### src/rtl/data_memory_pkg.sv
// Shared constants and word type for the RV64 doubleword data memory.
package data_memory_pkg;
  localparam int DMEM_DEPTH      = 32;
  localparam int DMEM_DATA_W     = 64;
  localparam int DMEM_ADDR_W     = 64;
  localparam int DMEM_WORD_BYTES = 8;

  typedef logic [DMEM_DATA_W-1:0] word_t;
endpackage

### src/rtl/data_memory_addr_check.sv
// Address decode for the data memory: word index plus a validity flag
// (8-byte aligned and inside the populated byte range).
module dmem_addr_check
  import data_memory_pkg::*;
#(
  parameter int ADDR_WIDTH = DMEM_ADDR_W,
  parameter int DEPTH      = DMEM_DEPTH,
  parameter int IDX_W      = (DEPTH > 1) ? $clog2(DEPTH) : 1
) (
  input  logic [ADDR_WIDTH-1:0] i_address,
  output logic                  o_valid,
  output logic [IDX_W-1:0]      o_idx
);
  localparam logic [ADDR_WIDTH-1:0] BYTE_LIMIT = ADDR_WIDTH'(DEPTH * DMEM_WORD_BYTES);

  logic w_aligned;
  logic w_in_range;

  assign w_aligned  = (i_address[2:0] == 3'b000);
  // Full-width compare so addresses above the range never alias onto real words.
  assign w_in_range = (i_address < BYTE_LIMIT);
  assign o_valid    = w_aligned && w_in_range;
  assign o_idx      = i_address[IDX_W+2:3];
endmodule

### src/rtl/data_memory.sv
// Doubleword data memory for the RV64 MEM stage: synchronous write, combinational
// gated read. Define DMEM_ERR_FLAG_EN to add the access_err output.
module data_memory
  import data_memory_pkg::*;
#(
  parameter int DEPTH      = DMEM_DEPTH,
  parameter int DATA_WIDTH = DMEM_DATA_W,
  parameter int ADDR_WIDTH = DMEM_ADDR_W
) (
  input  logic                  clk,
  input  logic                  reset,
  input  logic [ADDR_WIDTH-1:0] address,
  input  logic [DATA_WIDTH-1:0] writeData,
  input  logic                  MemWrite,
  input  logic                  MemRead,
  output logic [DATA_WIDTH-1:0] readData
`ifdef DMEM_ERR_FLAG_EN
  ,
  output logic                  access_err
`endif
);
  localparam int IDX_W = (DEPTH > 1) ? $clog2(DEPTH) : 1;

  logic [DATA_WIDTH-1:0] r_mem [DEPTH];
  logic                  w_valid;
  logic [IDX_W-1:0]      w_idx;

  dmem_addr_check #(
    .ADDR_WIDTH (ADDR_WIDTH),
    .DEPTH      (DEPTH),
    .IDX_W      (IDX_W)
  ) u_addr_check (
    .i_address (address),
    .o_valid   (w_valid),
    .o_idx     (w_idx)
  );

  // Reset loads each word with its own index and wins over a concurrent store.
  always_ff @(posedge clk) begin
    if (reset) begin
      for (int i = 0; i < DEPTH; i++) begin
        r_mem[i] <= DATA_WIDTH'(unsigned'(i));
      end
    end else if (MemWrite && w_valid) begin
      r_mem[w_idx] <= writeData;
    end
  end

  assign readData = (MemRead && w_valid) ? r_mem[w_idx] : '0;

`ifdef DMEM_ERR_FLAG_EN
  assign access_err = (MemRead || MemWrite) && !w_valid;
`endif
endmodule

### config.mk
export PLATFORM = sky130hd
export DESIGN_NAME = data_memory
export DESIGN_NICKNAME = d
export VERILOG_FILES = /design/src/rtl/data_memory_pkg.sv /design/src/rtl/data_memory_addr_check.sv /design/src/rtl/data_memory.sv
export SDC_FILE = /design/constraint.sdc
export NUM_CORES = 2
export LEC_CHECK = 0
export ABC_CLOCK_PERIOD_IN_PS = 4100
export BUFFER_PORTS_ARGS = -buffer_cell sky130_fd_sc_hd__buf_4
export CAP_MARGIN = 20
export CORE_MARGIN = 2
export CORE_UTILIZATION = 50
export CTS_BUF_LIST = sky130_fd_sc_hd__clkbuf_16
export CTS_CLUSTER_DIAMETER = 40
export CTS_CLUSTER_SIZE = 24
export DETAILED_ROUTE_END_ITERATION = 6
export PLACE_DENSITY = 0.67
export SYNTH_ARGS = -nofsm -noshare
export SYNTH_HDL_FRONTEND = slang
export SYNTH_SLANG_ARGS = --single-unit
### constraint.sdc
create_clock -name clk -period 4.1 [get_ports clk]
set_input_delay 0.615 -clock clk [delete_from_list [all_inputs] [get_ports clk]]
set_output_delay 0.615 -clock clk [all_outputs]
set_load 0.005 [all_outputs]
Word level (Yosys, flattened, before mapping)
Memories as Yosys holds them, arrays and structs flattened.
Index checks and enable logic that the tools add are counted.
{"block": "op_classes", "order_cmp": 1, "n_mux": 9, "reduce_logical": 5}
{"op": "$mux W64", "count": 2}
{"op": "$lt A64 B9 Y1 const B", "count": 1}
{"op": "$reduce_or A64 Y1", "count": 1}
{"op": "$mux W1", "count": 6}
{"op": "$mux W5", "count": 1}
{"op": "$logic_and A1 B1 Y1", "count": 3}
{"op": "$logic_not A3 Y1", "count": 1}
{"block": "word_totals", "register_bits": 0, "ramBits": 2048, "in_bits": 132, "out_inout_bits": 64, "word_cells": 16, "n_memories": 1}
{"memory": "r_mem", "words": 32, "word_bits": 64, "rd": 1, "rd_clocked_by_memory_dff": 0, "wr": 32, "line": "data_memory.sv:24", "source": "logic [DATA_WIDTH-1:0] r_mem [DEPTH];"}

Logic depth before layout (Yosys ltp)
{"block": "depth", "depth_word": 8, "ltp_mapped": 8, "mapped_depth_nobuf": 4}

Modules after synthesis
Synthesis repeated with hierarchy kept, for this count alone.
{"block": "hier_totals", "hier_cells": 6658, "hier_area_um2": 92516.2}
{"module": "data_memory", "instances": 1, "cells_each": 6632, "area_each_um2": 92323.5, "seq_area_each_um2": 61499.0}
{"module": "dmem_addr_check", "instances": 1, "cells_each": 26, "area_each_um2": 192.7, "seq_area_each_um2": 0.0}

Worst setup path after synthesis
Ideal clock, no wire load.
{"block": "synth_timing", "path_type": "input to register", "startpoint": "input port address[41]", "endpoint": "memory r_mem[1][0] (netlist bit), enable pin", "setup_ps": 398, "t_arrival_ps": 2705, "t_required_ps": 3702, "slack_ps": 997, "cell_stages": 6, "n_path_buf": 2, "path_cell_list": "nor4_1 > and4_1 > and4_1 > clkbuf_1 > clkbuf_1 > a31o_2"}
{"item": "start: declaration", "line": "data_memory.sv:12", "source": "input logic [ADDR_WIDTH-1:0] address,"}
{"item": "end: declaration", "line": "data_memory.sv:24"}

Worst setup path after layout
{"block": "layout_timing", "startpoint": "input port address[6]", "endpoint": "output port readData[54]"}
{"block": "layout_via", "elab_chain_len": 4, "word_cells_on_any_way": 5, "classes_between": "order compare (1); mux (1); reduce/logical (2); memory (1)"}
{"item": "$lt A64 B9 Y1", "line": "data_memory_addr_check.sv:21", "source": "assign w_in_range = (i_address < BYTE_LIMIT);"}
{"item": "$logic_and A1 B1 Y1", "line": "data_memory_addr_check.sv:22", "source": "assign o_valid = w_aligned && w_in_range;"}
{"item": "$logic_and A1 B1 Y1", "line": "data_memory.sv:49", "source": "assign readData = (MemRead && w_valid) ? r_mem[w_idx] : '0;"}
{"item": "$mux W64 *", "line": "data_memory.sv:49"}
{"item": "end: declaration", "line": "data_memory.sv:16", "source": "output logic [DATA_WIDTH-1:0] readData"}
Every way passes the cells marked *; elsewhere a longest branch is shown, timed or not.

==> out/results.txt <==
The register with the most flip-flops in the layout has 2048 of them. Counting every instance in the synthesized netlist gives 6031. The cell repeated most along the worst path was sky130_fd_sc_hd__buf_4. Kind of capture point of the worst setup path: an output port. The netlist area before placement was 90600 sq um; the number of antenna violations at the first check in global routing was 7. Counting along the longest clock path gives a buffer depth of 4.

TritonCTS built the clock tree. In this run the tool buffered the top-level ports with 195 buffer cells. The logs give 178 for the pin count of the biggest net entering global routing and 0 for the DRC violation count after routing.

From synthesis to final layout, the design area changed by 17.4%. The synthesized netlist contains 36 unique library cells. The worst hold path begins at writeData[3]. Worst setup path startpoint: address[6].

The final setup violation count was 0; the clock transition time at the flip-flop clock pins of the worst setup and hold paths was 0.05 ns. The power density over the cells was 501 nW/um^2; the global placer's final weighted congestion was 0.809. In the final routed layout, each cell accounts on average for 32.5 microns.

In this design, the stage delay of the slowest critical-path cell is 0.62 ns. The total number of placement rows is 156. In this run, post-CTS repair resized a total of 0 instances. For the worst setup path, the data required time is 3.48 ns. The die covers 185000 sq um. Setup repair after global routing left no endpoint under its margin. The core region is 180000 sq um. The run gives 285000 microns as the total detailed-routing wirelength.

The average cell area after synthesis is 15.0 sq um, and the max-slew violation count is 0. The run gives 6163 as the post-synthesis net count. The I/O pin total was 196.

The initial core utilization is 0.502, and the final hold violation count is 0. For the worst setup path, the data arrival time is 3.07 ns. The run gives 53.3 mW as the total power.

The share of post-route cells with drive strength above 1 is 0.238, and the synthesis-stage register bit count is 2048. The flow ran to the end, and the final reports show no timing, DRC or antenna violations. For this block, the initial DRC count from the detailed router was 9789. Across all hold checks on the routed design, the worst slack comes to 0.166 ns. The tools report the number of nets in the layout as 6320. Along the worst path, the maximum fanout reaches 51. The die is 430 microns tall.

The average vias per placed instance is 6.92. The first global-routing pass estimated 413000 microns of wire. For this run the aggregate overflow at the end of global routing stands at 0. Across the VDD grid, the largest voltage drop is 0.497 mV. For the final non-filler cell total, the log shows 8771. The global router's overall resource usage is 0.306, and the max-slew headroom at the worst pin is 0.353. Yosys printed 0 warnings. Critical path class: input port to output port. The number of global-route vias before repair was 60300.

Summing over every cut layer, the via total after detailed routing is 60700. For this design, the CTS-stage hold fixing added 0 buffers. The first detailed-routing pass took 6 iterations. Total leakage power: 32.7 nW.

For this run, the top clock speed supported by timing is 271 MHz. The share of the cycle needed by the critical path after routing came out at 0.899. The final core utilization was 0.590. The run gives 158000 microns as the detailed placer's ending HPWL. Number of routed nets with antenna violations: 0. Path category of the worst min-delay check: input port to flop.

For the H-tree depth, the log shows 5. The tools report the clock tree root driver cell as sky130_fd_sc_hd__clkbuf_16. The post-placement cell count is 8266. In this run, CTS created clock tree buffers numbering 290. After routing, the total negative slack on setup checks comes to 0 ns. The buffer count from post-CTS setup fixing was 0; the max-capacitance violation count was 0. The die extent in x was 430 microns. The logs give 0.679 for the sequential area share after synthesis and 2048 for the clock sink total.

In the final layout, the registers with the most flip-flops are r_mem: 2048 flops. Traced cell by cell, the critical path runs through buf_4 > or3b_4 > buf_12 > o22ai_1 > or4_1 > nor2_1 > buf_4 > buf_4. Ranked by flip-flop count, first place goes to r_mem. The slowest stage of the critical path is the sky130_fd_sc_hd__or4_1 cell.

For the pin with the worst max-slew slack, the measured transition is 0.967 ns. Sort of element at the start of the critical path: an input port. Post-layout minimum cycle time: 3.69 ns.
## cell usage in the layout, fill, tap and decap left out, types with 4 or more instances in the layout
| cell type | Yosys | final |
|---|---|---|
| sky130_fd_sc_hd__nor3_1 | 1973 | 1973 |
| sky130_fd_sc_hd__clkbuf_16 | 0 | 295 |
| sky130_fd_sc_hd__or4_1 | 63 | 63 |
| sky130_fd_sc_hd__buf_12 | 0 | 161 |
| sky130_fd_sc_hd__inv_1 | 0 | 29 |
| sky130_fd_sc_hd__o22ai_1 | 257 | 257 |
| sky130_fd_sc_hd__mux2i_1 | 12 | 12 |
| sky130_fd_sc_hd__clkinv_2 | 0 | 25 |
| sky130_fd_sc_hd__clkinv_1 | 0 | 22 |
| sky130_fd_sc_hd__mux4_2 | 483 | 483 |
| sky130_fd_sc_hd__diode_2 | 0 | 4 |
| sky130_fd_sc_hd__edfxtp_1 | 2048 | 2048 |
| sky130_fd_sc_hd__a31o_4 | 0 | 32 |
| sky130_fd_sc_hd__bufinv_16 | 0 | 37 |
| sky130_fd_sc_hd__nand2_1 | 254 | 254 |
| sky130_fd_sc_hd__and4_1 | 6 | 5 |
| sky130_fd_sc_hd__clkinv_4 | 0 | 16 |
| sky130_fd_sc_hd__nor4_1 | 14 | 14 |
| sky130_fd_sc_hd__inv_8 | 0 | 12 |
| sky130_fd_sc_hd__mux4_1 | 23 | 23 |
| sky130_fd_sc_hd__clkinvlp_4 | 0 | 26 |
| sky130_fd_sc_hd__inv_6 | 0 | 38 |
| sky130_fd_sc_hd__buf_4 | 15 | 382 |
| sky130_fd_sc_hd__nor2_1 | 78 | 77 |
| sky130_fd_sc_hd__nand3_1 | 81 | 80 |
## where the power goes
part,switching [mW],internal (mW),leakage (nW)
sequential,0.286,24.0,19.5
combinational,2.45,1.42,8.40
clock,9.54,15.6,4.77
total,12.3,41.0,32.7
## critical path, delay by kind of cell
kind,cells,cell delay [ns]
compound gates,1,0.18
buf+inv,4,0.79
simple gates,3,1.42
## cells by family (layout without fill, tap and decap cells)
family,after synthesis,count (layout),synth area share
and+or+nand+nor,2490,2490,0.136
DFF,2048,2048,0.679
buffers and inverters,680,1046,0.0363
muxes,518,518,0.128
AOI/OAI and AO/OA,295,295,0.0213
other,0,4,0
## metal layers
metal,track usage,share of wire
met1,0.421,0.36
met2,0.477,0.47
met3,0.0651,0.12
met4,0.128,0.045
met5,0,0.00012
## synthesized netlist by cell type (all sizes together)
cell,instances,area share
edfxtp,2048,0.68
nor3,1973,0.11
mux4,506,0.13
buf,371,0.023
clkbuf,309,0.013
o22ai,257,0.018
nand2,254,0.011
nand3,81,0.0045
nor2,78,0.0032
or4,63,0.0052
a31o,32,0.0031
nor4,14,0.00097
mux2i,12,0.0013
and4,6,0.00058
nand3b,3,0.00025
nor2b,3,0.00021
nor3b,3,0.00025
or3b,3,0.00029
and3b,2,0.00019
nand2b,2,0.00014
nand4,2,0.00014
o21ai,2,0.00011
a22oi,1,0.000083
a41oi,1,0.000097
and2,1,0.000069
and3,1,0.000069
o21bai,1,0.000083
o221ai,1,0.000097
or3,1,0.000069
## final timing paths
check / end / slack [ns] / cells past startpoint
setup / recovery: readData[54] / 0.41 / 8
hold / removal: r_mem[8][3] / 0.17 / 3
## area by class of cell
cell class / count / area (sq um)
fillers: 13500 / 74000
diodes: 4 / 10.0
well taps: 2370 / 2970
multi-input cells: 3303 / 26200
clock inverters: 206 / 2250
repair buffers: 545 / 6120
flip-flops and latches: 2048 / 61500
clock buffers: 295 / 7380
## metrics by stage
stage                     setup WS (ns)  instance area [sq um]
final                             0.415                 106000
after global routing              0.392                 106000
after CTS                         0.495                 106000
after detailed placement          0.511                  96800
after global placement            0.508                  96800
after floorplan                   0.997                  90600
No activity file was read; power rests on OpenSTA's default activity.
